## src/rtl/fetch_cycle_bp.sv

```systemverilog
// Instruction-fetch stage with bimodal branch prediction: PC register, BHT/BTB
// predictor trained from execute, and the IF/ID pipeline register.
module fetch_cycle_bp #(
    parameter logic [31:0] RESET_PC  = 32'h0000_0000,
    parameter int          IDX_BITS  = 4,
    parameter logic [31:0] NOP_INSTR = 32'h0000_0013
) (
    input  logic        clk,
    input  logic        rst,
    output logic [31:0] PCF,
    input  logic [31:0] InstrF,
    input  logic        StallF,
    input  logic        StallD,
    input  logic        FlushD,
    input  logic        RedirectE,
    input  logic [31:0] RedirectPCE,
    input  logic        BranchE,
    input  logic        TakenE,
    input  logic [31:0] PCE,
    input  logic [31:0] PCTargetE,
    output logic [31:0] InstrD,
    output logic [31:0] PCD,
    output logic [31:0] PCPlus4D,
    output logic        Predict_branchD
);

    localparam int ENTRIES  = 1 << IDX_BITS;
    localparam int TAG_BITS = 30 - IDX_BITS;

    logic [31:0]                      r_pc;
    logic [31:0]                      r_instr_d;
    logic [31:0]                      r_pc_d;
    logic [31:0]                      r_pc_plus4_d;
    logic                             r_pred_d;

    logic [IDX_BITS-1:0]              w_idx_f;
    logic [IDX_BITS-1:0]              w_idx_e;
    logic [TAG_BITS-1:0]              w_tag_f;
    logic [TAG_BITS-1:0]              w_tag_e;
    logic [ENTRIES-1:0]               w_valid;
    logic [ENTRIES-1:0][1:0]          w_bht;
    logic [ENTRIES-1:0][TAG_BITS-1:0] w_tag;
    logic [ENTRIES-1:0][31:0]         w_target;
    logic                             w_hit;
    logic                             w_predict_taken;
    logic [31:0]                      w_pc_plus4;
    logic [31:0]                      w_pc_next;
    logic                             w_unused;

    assign w_idx_f    = r_pc[IDX_BITS+1:2];
    assign w_tag_f    = r_pc[31:IDX_BITS+2];
    assign w_idx_e    = PCE[IDX_BITS+1:2];
    assign w_tag_e    = PCE[31:IDX_BITS+2];
    assign w_pc_plus4 = r_pc + 32'd4;
    assign w_unused   = &{1'b0, PCE[1:0]};

    // One predictor entry per index; each entry owns its counter and BTB slot.
    generate
        for (genvar gi = 0; gi < ENTRIES; gi++) begin : g_entry
            localparam logic [IDX_BITS-1:0] LP_IDX = IDX_BITS'(gi);

            logic [1:0]          r_bht;
            logic                r_valid;
            logic [TAG_BITS-1:0] r_tag;
            logic [31:0]         r_target;
            logic                w_we;

            assign w_we = BranchE && (w_idx_e == LP_IDX);

            always_ff @(posedge clk) begin
                if (rst) begin
                    r_bht    <= 2'b01;
                    r_valid  <= 1'b0;
                    r_tag    <= '0;
                    r_target <= '0;
                end else if (w_we) begin
                    if (TakenE) begin
                        if (r_bht != 2'b11) r_bht <= r_bht + 2'd1;
                        r_valid  <= 1'b1;
                        r_tag    <= w_tag_e;
                        r_target <= PCTargetE;
                    end else if (r_bht != 2'b00) begin
                        r_bht <= r_bht - 2'd1;
                    end
                end
            end

            assign w_valid[gi]  = r_valid;
            assign w_bht[gi]    = r_bht;
            assign w_tag[gi]    = r_tag;
            assign w_target[gi] = r_target;
        end
    endgenerate

    // Reads see the registered (pre-training) entry, so there is no bypass.
    assign w_hit           = w_valid[w_idx_f] && (w_tag[w_idx_f] == w_tag_f);
    assign w_predict_taken = w_hit && w_bht[w_idx_f][1];

    always_comb begin
        w_pc_next = w_pc_plus4;
        if (RedirectE)            w_pc_next = RedirectPCE;
        else if (StallF)          w_pc_next = r_pc;
        else if (w_predict_taken) w_pc_next = w_target[w_idx_f];
    end

    always_ff @(posedge clk) begin
        if (rst) r_pc <= RESET_PC;
        else     r_pc <= w_pc_next;
    end

    always_ff @(posedge clk) begin
        if (rst || FlushD) begin
            r_instr_d    <= NOP_INSTR;
            r_pc_d       <= '0;
            r_pc_plus4_d <= '0;
            r_pred_d     <= 1'b0;
        end else if (!StallD) begin
            r_instr_d    <= InstrF;
            r_pc_d       <= r_pc;
            r_pc_plus4_d <= w_pc_plus4;
            r_pred_d     <= w_predict_taken;
        end
    end

    assign PCF             = r_pc;
    assign InstrD          = r_instr_d;
    assign PCD             = r_pc_d;
    assign PCPlus4D        = r_pc_plus4_d;
    assign Predict_branchD = r_pred_d;

endmodule
```

## config.mk

```make
export PLATFORM = sky130hd
export DESIGN_NAME = fetch_cycle_bp
export DESIGN_NICKNAME = d
export VERILOG_FILES = /design/src/rtl/fetch_cycle_bp.sv
export SDC_FILE = /design/constraint.sdc
export NUM_CORES = 2
export LEC_CHECK = 0
export CELL_PAD_IN_SITES_DETAIL_PLACEMENT = 1
export CELL_PAD_IN_SITES_GLOBAL_PLACEMENT = 1
export CORE_MARGIN = 3
export CORE_UTILIZATION = 54
export CTS_BUF_LIST = sky130_fd_sc_hd__clkbuf_2 sky130_fd_sc_hd__clkbuf_4 sky130_fd_sc_hd__clkbuf_8
export DETAILED_ROUTE_END_ITERATION = 12
export DONT_BUFFER_PORTS = 1
export HOLD_SLACK_MARGIN = 0.08
export PLACE_DENSITY_LB_ADDON = 0.08
export RECOVER_POWER = 100
export SLEW_MARGIN = 25
export SYNTH_ARGS = -nofsm -noshare
export SYNTH_HDL_FRONTEND = slang
export SYNTH_SLANG_ARGS = --single-unit
```

## constraint.sdc

```tcl
create_clock -name clk -period 8.83 [get_ports clk]
set_input_delay 0.883 -clock clk [delete_from_list [all_inputs] [get_ports clk]]
set_output_delay 0.883 -clock clk [all_outputs]
set_load 0.05 [all_outputs]
```

Word level (Yosys, flattened, before mapping) --
Cells that the tools add are included.
Storage, ports and cells: register bits after elaboration 1105, input bits 136, output and inout bits 129
Operators by class: mux-type cells 59, magnitude comparators 1, reductions and logical operators 84, equality and inequality tests 49, add/subtract/negate cells 33
Operators with widths (count):
- $bmux 32 s4 | 1
- $mux 32 | 4
- $bmux 26 s4 | 1
- $mux 2 | 49
- $reduce_bool 2->1 | 32
- $reduce_and 3->1 | 16
- $ne 2x1->1 const B | 17
- $add 2x1->2 const B | 16
- $add 32x3->32 const B | 1
- $eq 4x4->1 const B | 8
- $ne 2x2->1 const B | 16
- $reduce_and 2->1 | 16
- $sub 2x1->2 const B | 16
- $eq 26x26->1 | 1
- $mux 26 | 1
- $logic_and 1x1->1 | 18
- $eq 4x3->1 const B | 4
- $bmux 2 s4 | 1
- $eq 4x2->1 const B | 2
- $lt 4x5->1 const B | 1
- $bmux 1 s4 | 1
- $eq 4x1->1 const B | 1
- $logic_not 4->1 | 1
- $logic_or 1x1->1 | 1
- $mux 1 | 1

Longest topological paths before layout --
depth in word-level cells 8, mapped depth 16, depth with buffers taken out 9

Worst setup path after synthesis --
Ideal clock, no wire load.
path kind reg-to-reg, start point register r_pc[3] (netlist: PCF[3]), end point register r_pc[23] (netlist: PCF[23]), path slack 4.831 ns, stages on the path, launching flop included 14, arrival 3.868 ns, period minus slack after synthesis 3.999 ns, buffers on the path 9, cell sequence dfxtp_1 -> buf_4 -> buf_4 -> buf_4 -> buf_2 -> buf_4 -> buf_2 -> buf_2 -> buf_1 -> buf_1 -> mux4_2 -> mux4_2 -> a2bb2oi_1 -> o22ai_1
Between the ends: longest elaborated chain between the ends 8, elaborated cells between the ends (all ways) 15
Ends and longest elaborated chain:
- from (decl) | line 30 | logic [31:0] r_pc;
- from (signal assigned) | line 108 | else r_pc <= w_pc_next;
- $bmux 26 s4 | line 96 | assign w_hit = w_valid[w_idx_f] && (w_tag[w_idx_f] == w_tag_f);
- $mux 26 (implied by the code) | line 96
- $eq 26x26->1 | line 96
- $logic_and 1x1->1 | line 96
- $logic_and 1x1->1 | line 97 | assign w_predict_taken = w_hit && w_bht[w_idx_f][1];
- $mux 32 (*) | line 103 | else if (w_predict_taken) w_pc_next = w_target[w_idx_f];
- $mux 32 (*) | line 102 | else if (StallF) w_pc_next = r_pc;
- $mux 32 (*) | line 101 | if (RedirectE) w_pc_next = RedirectPCE;
Mark *: on every way between the ends. The rest lies on a longest branch, timed or not. The select of a mux whose other input is x is not followed. A chain may end at the register's enable or synchronous reset.

Worst setup path in the final report --
start point register r_pc[5] (netlist: PCF[5]), end point register r_pc[30] (netlist: PCF[30])
The elaborated chain is that of the path after synthesis.

==> qor.yml <==
cap_violations: 41
cts_tree: "done"
grt_pass1_vias: 44374
fin_skew_ns: 0.02631
slew_viol_final: 2189
grt_first_pass_wirelength_um: 277500
nFillCells: 10340
multi_input_area_sq_um: 23700
yosysWarnings: 0
dpl_cell_area_sq_um: 47960
seq_area_sq_um: 22090
fin_nets: 5579
yosysUniqueCellTypes: 78
area_growth_pct: 6.978
peakVddDrop_mv: 0.1439
wl_um: 187700
synth_top_cell_by_area: "dfxtp_1"
relSlewSlack_pct: -260.6
drtAntennaViolNets: 0
endpoint_kind: "flop"
crit_path_max_incr_delay_ns: 2.49
initial_core_util_pct: 54.98
max_freq_mhz: 136.7
fp-row-count: 108
cts_hold_buf: 0
num_io_pins: 265
crit_fanout: 44
drtPass1Iterations: 5
yosysTopAreaCellShare_pct: 45.80
cp.required_ns: 9.62
fin_tns_setup_ns: 0
clkLatencyLatePin_ns: 0.88
criticalPathCategory: "flop to flop"
avgViaCountPerCell: 6.407
synth_edf_count: 0
worst_path_max_delay_cell: "clkbuf_1"
postSynthAreaPerCell_sq_um: 8.315
gp_congestion: 0.8940
drt-initial-drc-count: 4313
cts_buffers: 184
core_sq_um: 87700
wl_per_cell_um: 27.85
max-clock-path-buffers: 3
ys_top_cells_by_area: "dfxtp_1 46%, nand2_1 15%, mux4_2 11%"
drive_above_1_share_pct: 11.21
grt_use_total_pct: 39.29
fin_ws_ns: 1.516
hold_viol: 0
die_area_sq_um: 92910
drc: 0
rsz0062_at_grt: "no"
cts_setup_buffers: 0
violations: "max-capacitance violations, max-slew violations"
cp_cell_sequence: "clkbuf_1, nor2b_1, a32o_1, or4_4, nor4_1, nand4_2, buf_4, nor4b_2, buf_4, nand2_1, a31oi_1"
place_ws_ns: 2.886
ys_seq_elements: 1103
worst_pin_slew_ns: 5.408
syn-num-nets: 5936
syn_area_sq_um: 48220
finalCritPeriodShare_pct: 82.83
cts-root-buf: "clkbuf_8"
seq_area_frac_synth_pct: 45.80
h-tree-depth: 4
die_width_um: 304.8
die_h_um: 304.8
p_leak_nw: 16.74
hold_class: "input pin to flop"
grt_antenna_before_repair: 15
grt_overflow: 0
path_clk_slew_ns: 0.06
dr_total_vias: 43172
synth_most_common_cell: "nand2_1"
layout_min_cycle_time_ns: 7.314
synth_flop_cell: "dfxtp_1"
async_reset_ff_share_pct: 0
hpwl_um: 104500
yosys-top-cells-count: "1,955 x nand2_1, 1,103 x dfxtp_1, 1,007 x a21oi_1, 511 x clkbuf_1, 229 x mux4_2"
setup_viol_count_final: 0
cts_sinks: 1103
crit_path_frequent_cell: "buf_4"
cp.arrival_ns: 8.10
start_kind: "flop"
status: "finished with violations"
p_per_area_nw_per_um2: 205.9
grt_max_degree: 992
synthCells: 5799
port_buffers: 0
finalInstanceArea_sq_um: 51580
cts_resized: 0
-- cell usage in the layout (no fill, tap or decap), drive strengths merged, types with 5 or more instances in the layout --
master and n:
a211oi 12, a21oi 1007, a221oi 9, a22oi 27
a2bb2oi 8, a31oi 13, and2 26, and3 12
buf 34, clkbuf 326, clkinv 12, dfxtp 1103
diode 7, inv 35, mux2i 183, mux4 229
nand2 1956, nand2b 7, nand3 22, nand3b 15
nand4 9, nor2 204, nor2b 10, nor3 22
nor4 10, o211ai 7, o21a 5, o21ai 63
o21bai 5, o221ai 16, o22ai 17, o31ai 23
o41ai 12, or2 10, or3 10, xnor2 37
xor2 15
-- state kept, by name (all words and copies together) (netlist names) --
signal,count
g_entry.r_bht,32
g_entry.r_valid,16
g_entry.r_tag,416
g_entry.r_target,512
PCD,32
InstrD,32
PCF,32
PCPlus4D,30
Predict_branchD,1
-- cells by family (layout without fill, tap and decap cells) --
family / count (synthesis) / in the layout / synth area share, %
multiplexers: 413 / 413 / 14.52
adder cells (fa/ha/maj): 1 / 1 / 0.02595
AND/OR/NAND/NOR: 2329 / 2329 / 19.09
buffers and inverters: 634 / 411 / 5.239
other: 0 / 7 / 0
flip-flops: 1103 / 1103 / 45.80
AO/OA/AOI/OAI: 1267 / 1267 / 14.38
XOR/XNOR: 52 / 52 / 0.9446
-- worst paths after layout --
kind	startpoint	to	slack, ns	cells after the start
min	PCTargetE[9]	g_entry[15].r_target[9]	0.13	2
min reg2reg	g_entry[5].r_tag[19]	g_entry[5].r_tag[19]	0.45	2
max	PCF[5]	PCF[30]	1.52	11
max reg2reg	PCF[5]	PCF[30]	1.52	11
-- per-layer routing --
metal | track usage [%] | vias to the layer above | wire length (um)
li1 | - | 18843 | -
met4 | 22.12 | 12 | 11340
met1 | 47.00 | 21702 | 70790
met5 | 0 | - | 80
met2 | 65.18 | 1981 | 88030
met3 | 9.277 | 634 | 17420
-- cell type report --
cell class | count | area share, %
Timing Repair Buffer | 63 | 0.7714
Multi-Input combinational cell | 4062 | 45.94
Inverter | 28 | 0.2086
Antenna cell | 7 | 0.03396
Clock buffer | 297 | 7.076
Sequential cell | 1103 | 42.83
Clock inverter | 23 | 0.3347
Tap cell | 1155 | 2.802
-- critical path: cells and delay by family (launching register included) --
family	cells	cell delay [ns]
simple gates	6	2.79
flops	1	0.58
buf+inv	3	3.07
compound gates	2	0.67
-- through the flow --
stage | power (mW) | instances | utilization [%] | hold slack [ns]
2_1_floorplan | 5.869 | 5799 | - | 0.4331
3_3_place_gp | 5.932 | 6411 | 54.65 | 0.4380
3_5_place_dp | 5.951 | 6411 | 54.68 | 0.4447
4_1_cts | 10.62 | 6731 | 59.04 | 0.08032
5_1_grt | 10.92 | 6736 | 58.81 | 0.1158
6_report | 10.62 | 6738 | 58.82 | 0.1303
-- power breakdown --
part           switching, mW  total [mW]  internal, mW
Combinational          0.408       0.658         0.249
Clock                   2.14        4.75          2.61
Sequential             0.163        5.21          5.05
Note: power is estimated with default switching activity, not from simulation.
